File: config.mk
export PLATFORM = sky130hd
export DESIGN_NAME = serial_subtractor_nbit
export DESIGN_NICKNAME = d
export VERILOG_FILES = /design/src/rtl/serial_subtractor_nbit.sv
export SDC_FILE = /design/constraint.sdc
export NUM_CORES = 1
export LEC_CHECK = 0
export BUFFER_PORTS_ARGS = -buffer_cell sky130_fd_sc_hd__buf_2
export CORE_UTILIZATION = 55
export DETAILED_ROUTE_END_ITERATION = 8
export PLACE_DENSITY = 0.86
export SETUP_SLACK_MARGIN = 0.1
export SYNTH_ARGS = -nofsm -noshare
export SYNTH_HDL_FRONTEND = slang
export SYNTH_SLANG_ARGS = --single-unit
File: constraint.sdc
create_clock -name clk -period 2.2 [get_ports clk]
set_input_delay 0 -clock clk [delete_from_list [all_inputs] [get_ports clk]]
set_output_delay 0 -clock clk [all_outputs]
set_load 0.005 [all_outputs]
File: src/rtl/serial_subtractor_nbit.sv
// Bit-serial N-bit subtractor: diff = a - b - borrow_in, one bit per clock, LSB first.
// Optional two's-complement overflow output enabled by defining SERIAL_SUB_SIGNED_OVF_EN.
module serial_subtractor_nbit #(
  parameter int unsigned NUM_BITS = 8
) (
  input  logic                clk,
  input  logic                n_rst,
  input  logic                start,
  input  logic [NUM_BITS-1:0] a,
  input  logic [NUM_BITS-1:0] b,
  input  logic                borrow_in,
  output logic                busy,
  output logic                done,
  output logic [NUM_BITS-1:0] diff,
  output logic                underflow
`ifdef SERIAL_SUB_SIGNED_OVF_EN
  ,
  output logic                signed_ovf
`endif
);

  localparam int unsigned CntW = (NUM_BITS > 1) ? $clog2(NUM_BITS) : 1;
  localparam logic [CntW-1:0] CntMax = CntW'(NUM_BITS - 1);

  typedef enum logic [1:0] {StIdle, StShift, StDone} state_e;

  state_e              state_q, state_d;
  logic [NUM_BITS-1:0] a_sr_q, b_sr_q, r_sr_q;
  logic                br_q;
  logic [CntW-1:0]     cnt_q;

  logic                accept, shift, last;
  logic                bit_d, br_next;
  logic [NUM_BITS-1:0] r_next;

  assign shift  = (state_q == StShift);
  assign last   = shift && (cnt_q == CntMax);
  assign accept = start && ((state_q == StIdle) || (state_q == StDone));

  // Full-subtractor cell on the current LSBs.
  assign bit_d   = a_sr_q[0] ^ b_sr_q[0] ^ br_q;
  assign br_next = (~a_sr_q[0] & b_sr_q[0]) | (~(a_sr_q[0] ^ b_sr_q[0]) & br_q);
  assign r_next  = {bit_d, r_sr_q[NUM_BITS-1:1]};

  assign busy = shift;
  assign done = (state_q == StDone);

  always_ff @(posedge clk or negedge n_rst) begin
    if (!n_rst) begin
      state_q <= StIdle;
    end else begin
      state_q <= state_d;
    end
  end

  always_comb begin
    state_d = state_q;
    unique case (state_q)
      StIdle:  if (start) state_d = StShift;
      StShift: if (cnt_q == CntMax) state_d = StDone;
      StDone:  state_d = start ? StShift : StIdle;
      default: state_d = StIdle;
    endcase
  end

  always_ff @(posedge clk or negedge n_rst) begin
    if (!n_rst) begin
      a_sr_q    <= '0;
      b_sr_q    <= '0;
      r_sr_q    <= '0;
      br_q      <= 1'b0;
      cnt_q     <= '0;
      diff      <= '0;
      underflow <= 1'b0;
    end else if (accept) begin
      a_sr_q <= a;
      b_sr_q <= b;
      br_q   <= borrow_in;
      cnt_q  <= '0;
    end else if (shift) begin
      a_sr_q <= a_sr_q >> 1;
      b_sr_q <= b_sr_q >> 1;
      br_q   <= br_next;
      r_sr_q <= r_next;
      if (last) begin
        diff      <= r_next;
        underflow <= br_next;
      end else begin
        cnt_q <= cnt_q + CntW'(1);
      end
    end
  end

`ifdef SERIAL_SUB_SIGNED_OVF_EN
  // On the final shift the LSBs of the operand registers are the original MSBs.
  always_ff @(posedge clk or negedge n_rst) begin
    if (!n_rst) begin
      signed_ovf <= 1'b0;
    end else if (last) begin
      signed_ovf <= (a_sr_q[0] != b_sr_q[0]) && (bit_d != a_sr_q[0]);
    end
  end
`endif

endmodule

==> results.md <==
| Group | Metric | This run |
|:---|:---|:---|
| status | Outcome | completed |
| cts | CTS root buf | sky130_fd_sc_hd__clkbuf_4 |
| yosys | Yosys top cell by area | sky130_fd_sc_hd__dfrtp_1 |
| yosys | Cell area after synthesis | 0.00178 mm^2 |
| critical path | Top cell by count, worst path | sky130_fd_sc_hd__ha_1 |
| global routing | Antenna violations before repair | 0 |
| yosys | Multiplexer share of the synthesized area | 0.108 |
| detailed routing | Detailed-route wire length per cell | 13.3 um |
| die | Area of the core region | 0.00305 mm^2 |
| sta | Hold Fails Final Rpt | 0 |
| yosys | Most common library cells after synthesis | sky130_fd_sc_hd__dfrtp_1 (38), sky130_fd_sc_hd__nand2_1 (28), sky130_fd_sc_hd__inv_1 (10), sky130_fd_sc_hd__nor2b_1 (10) |
| sta | Highest clock frequency the design can meet | 591 MHz |
| critical path | Critical path peak fanout | 11 |
| cts | CTS H-tree depth | 2 |
| layout | Post-route insts no fill | 259 |
| critical path | Required @ worst endpoint | 2.43 ns |
| yosys | Most repeated cell in the gate-level netlist after synthesis | sky130_fd_sc_hd__dfrtp_1 |
| critical path | Arrival time at the worst endpoint | 1.93 ns |
| cts | Clock transition at the registers of the reported paths | 0.12 ns |
| die | Boundary pin count | 31 |
| yosys | Number of distinct library cell variants in the gate-level netlist after synthesis | 27 |
| yosys | Count of state elements after synthesis | 38 |
| critical path | Master of the slowest instance on the critical path | sky130_fd_sc_hd__dfrtp_1 |
| power and ir drop | IR drop worst, VDD | 0.000627 V |
| detailed routing | Total number of vias | 1355 |
| yosys | Area contributors post-synth | sky130_fd_sc_hd__dfrtp_1 (54%), sky130_fd_sc_hd__nand2_1 (5.9%), sky130_fd_sc_hd__mux2_2 (5.7%), sky130_fd_sc_hd__mux2i_1 (5.1%), sky130_fd_sc_hd__a211oi_1 (3.8%) |
| global routing | Pin count of the biggest net entering global routing | 39 |
| critical path | Worst Setup Start Kind | flip-flop |
| yosys | Fraction of the mapped netlist area in simple logic gates | 0.129 |
| sta | Final setup violation count | 0 |
| place | Placed cells | 233 |
| layout | # nets final | 237 |
| detailed routing | Vias per Instance | 5.23 |
| detailed routing | Number of search-and-repair iterations in the first detailed-routing pass | 4 |
| critical path | Critical path start-end classification | flip-flop to flip-flop |
| cts | Post-CTS sizing | 0 |
| die | Total die area | 0.00346 mm^2 |
| die | Placement row count | 20 |
| yosys | Post-Synth Adder-Cell Area | 0.0254 |
| power and ir drop | Power per cell area | 1240 mW/mm^2 |
| sta | Total Negative Setup Slacks | 0 ns |
| place | Area post-placement | 0.00193 mm^2 |
| yosys | Number of warnings printed during yosys synthesis | 0 |
| cts | Cts hold-fix bufs | 18 |
| yosys | Average cell area after synthesis | 10.6 um^2 |
| cts | Deepest clock path buffer count | 2 |
| sta | Actual transition at the worst max-transition pin | 0.810 ns |
| sta | Final setup margin | 0.507 ns |
| sta | Final worst hold slack | 0.188 ns |
| layout | Layout Area Growth over Synthesis | 22.7% |
| sta | Worst max-slew margin expressed relative to the limit | 0.460 |
| yosys | Compound-cell area share of the yosys netlist | 0.135 |
| critical path | Count of buffer and inverter cells on the critical path | 0 |
| critical path | Family with the most delay on the worst path | flip-flops |
| yosys | Async set-reset flop share out of synthesis | 1.00 |
| yosys | Syn Inst Count | 167 |
| sta | Maximum clock skew at final layout | 0.0134 ns |
| yosys | Synthesized netlist net count | 190 |
| die | Die Span Y | 58.8 um |
| cts | Post-CTS Setup Bufs | 0 |
| yosys | Share of the yosys chip area belonging to registers | 0.536 |
| detailed routing | Drt initial violations | 34 |
| global routing | Via count of the first global-routing pass | 1440 |
| critical path | CP endpoint kind | flip-flop |
| yosys | Parity-gate share of the synthesized area counting xor and xnor cells | 0.00493 |
| cts | Num Clock Sinks | 38 |
| global routing | Total global routing track utilization | 0.232 |
| place | Quantity of I/O buffers inserted on ports | 30 |
| yosys | Number of enable-type register cells in the synthesized netlist | 0 |
| yosys | Dominant combinational cell family by area after synthesis | compound AO/OA/AOI/OAI gates |
| worst hold path | Class of the worst hold path | primary input to flip-flop |
| cts | CTS tree | yes |
| place | Final GP Congestion | 0.742 |
| yosys | Main flop type after synthesis | sky130_fd_sc_hd__dfrtp_1 |
| layout | Antenna diode count | 0 |
| detailed routing | Final routed wirelength across all metal layers | 3440 um |
| die | Width of the chip | 58.8 um |
| detailed routing | Number of nets with antenna violations after detailed routing | 0 |
| global routing | Wire length of the first global-routing pass | 5900 um |
| critical path | Cell chain of the critical path | ha_1 -> ha_1 -> nand3b_1 -> mux2_2 |
| sta | Shortest clock period the worst path allows after layout | 1.69 ns |
| sta | Count of final max-slew check failures | 0 |
| detailed routing | Remaining DRCs | 0 |
| sta | Setup repair after global routing missed its margin | no |
| place | Placement-stage worst setup slack | 0.503 ns |
| die | Initial standard-cell utilization of the core | 0.582 |
| cts | Skew-Pair Late Insertion Delay | 0.34 ns |
| place | Hpwl dp | 2220 um |
| sta | Final critical-path share of the clock period | 0.770 |
| yosys | Fraction of post-synthesis cell area in the top cell type by area | 0.536 |
| layout | Layout cells sized above 1 | 0.260 |
| global routing | Overflow after GRT | 0 |
| layout | Final std cell area, no fill | 0.00218 mm^2 |
| cts | TritonCTS Buffers | 5 |
| power and ir drop | Leak | 1.04 nW |
| run | Max-Cap Viols | 0 |
| critical path | Critical path's largest stage delay | 0.43 ns |
## placed cells by master, fill, tap and decap left out, types with 2 or more instances in the layout
cell type                       count
sky130_fd_sc_hd__dfrtp_1           38
sky130_fd_sc_hd__buf_2             30
sky130_fd_sc_hd__nand2_1           28
sky130_fd_sc_hd__dlygate4sd3_1     18
sky130_fd_sc_hd__nor2b_1           10
sky130_fd_sc_hd__inv_1             10
sky130_fd_sc_hd__mux2_2             9
sky130_fd_sc_hd__mux2i_1            9
sky130_fd_sc_hd__a211oi_1           9
sky130_fd_sc_hd__a21oi_1            9
sky130_fd_sc_hd__o22ai_1            6
sky130_fd_sc_hd__a21oi_2            6
sky130_fd_sc_hd__clkbuf_4           5
sky130_fd_sc_hd__nand3_1            4
sky130_fd_sc_hd__o21ai_0            3
sky130_fd_sc_hd__buf_4              3
sky130_fd_sc_hd__nand2b_1           2
sky130_fd_sc_hd__nor2_1             2
sky130_fd_sc_hd__o211ai_1           2
sky130_fd_sc_hd__ha_1               2
## area by class of cell
| type | instances | area [um^2] |
|---|---|---|
| multi-input cells | 107 | 714 |
| clock inverters | 2 | 12.5 |
| well taps | 44 | 55.1 |
| flip-flops and latches | 38 | 951 |
| repair buffers | 51 | 353 |
| fillers | 238 | 875 |
| clock buffers | 6 | 51.3 |
| inverters | 11 | 41.3 |
## kinds of logic (layout without fill, tap and decap cells)
family,Yosys count,in the layout
AO/OA/AOI/OAI,36,36
XOR/XNOR,1,1
adder cells (fa/ha/maj),3,3
buffers and inverters,22,70
flip-flops,38,38
multiplexers,18,18
AND/OR/NAND/NOR,49,49
## power breakdown
group | switching (mW) | internal [mW] | total [mW]
combinational | 0.580 | 0.521 | 1.10
clock | 0.228 | 0.154 | 0.381
sequential | 0.204 | 1.02 | 1.22
total | 1.01 | 1.69 | 2.70
## registers in the layout, summed over array words and instances, names as in the netlist
name,count
state_q,2
underflow,1
a_sr_q,8
r_sr_q,7
diff,8
b_sr_q,8
cnt_q,3
br_q,1
## stage by stage
| step | power (mW) | utilization |
|---|---|---|
| after floorplan | 2.02 | - |
| after global placement | 2.21 | 0.634 |
| after detailed placement | 2.31 | 0.634 |
| after CTS | 2.72 | 0.714 |
| after global routing | 2.94 | 0.714 |
| final | 2.70 | 0.714 |
## tightest hold or removal path: stages
cell                      delay, ns
sky130_fd_sc_hd__buf_2         0.22
sky130_fd_sc_hd__mux2i_1       0.19
sky130_fd_sc_hd__o21ai_0       0.09
## metal layers
| layer | GRT usage | share of wire | vias up |
|---|---|---|---|
| met5 | 0 | 0 | - |
| met4 | 0.122 | 0.027 | 0 |
| met3 | 0.0462 | 0.029 | 9 |
| met2 | 0.416 | 0.51 | 32 |
| met1 | 0.258 | 0.44 | 652 |
| li1 | - | - | 662 |
## worst paths after layout
| kind | from | end | slack [ns] | cells past startpoint |
|---|---|---|---|---|
| min in group asynchronous | n_rst | b_sr_q[3]$_DFFE_PN0P_ | 0.27 | 2 |
| max | cnt_q[0]$_DFFE_PN0P_ | diff[2]$_DFFE_PN0P_ | 0.51 | 4 |
| min reg2reg | r_sr_q[1]$_DFFE_PN0P_ | r_sr_q[1]$_DFFE_PN0P_ | 0.49 | 2 |
| min | start | b_sr_q[7]$_DFFE_PN0P_ | 0.19 | 3 |
| max reg2reg | cnt_q[0]$_DFFE_PN0P_ | diff[2]$_DFFE_PN0P_ | 0.51 | 4 |
| max in group asynchronous | n_rst | a_sr_q[5]$_DFFE_PN0P_ | 1.41 | 2 |
No activity file was read; power rests on OpenSTA's default activity.
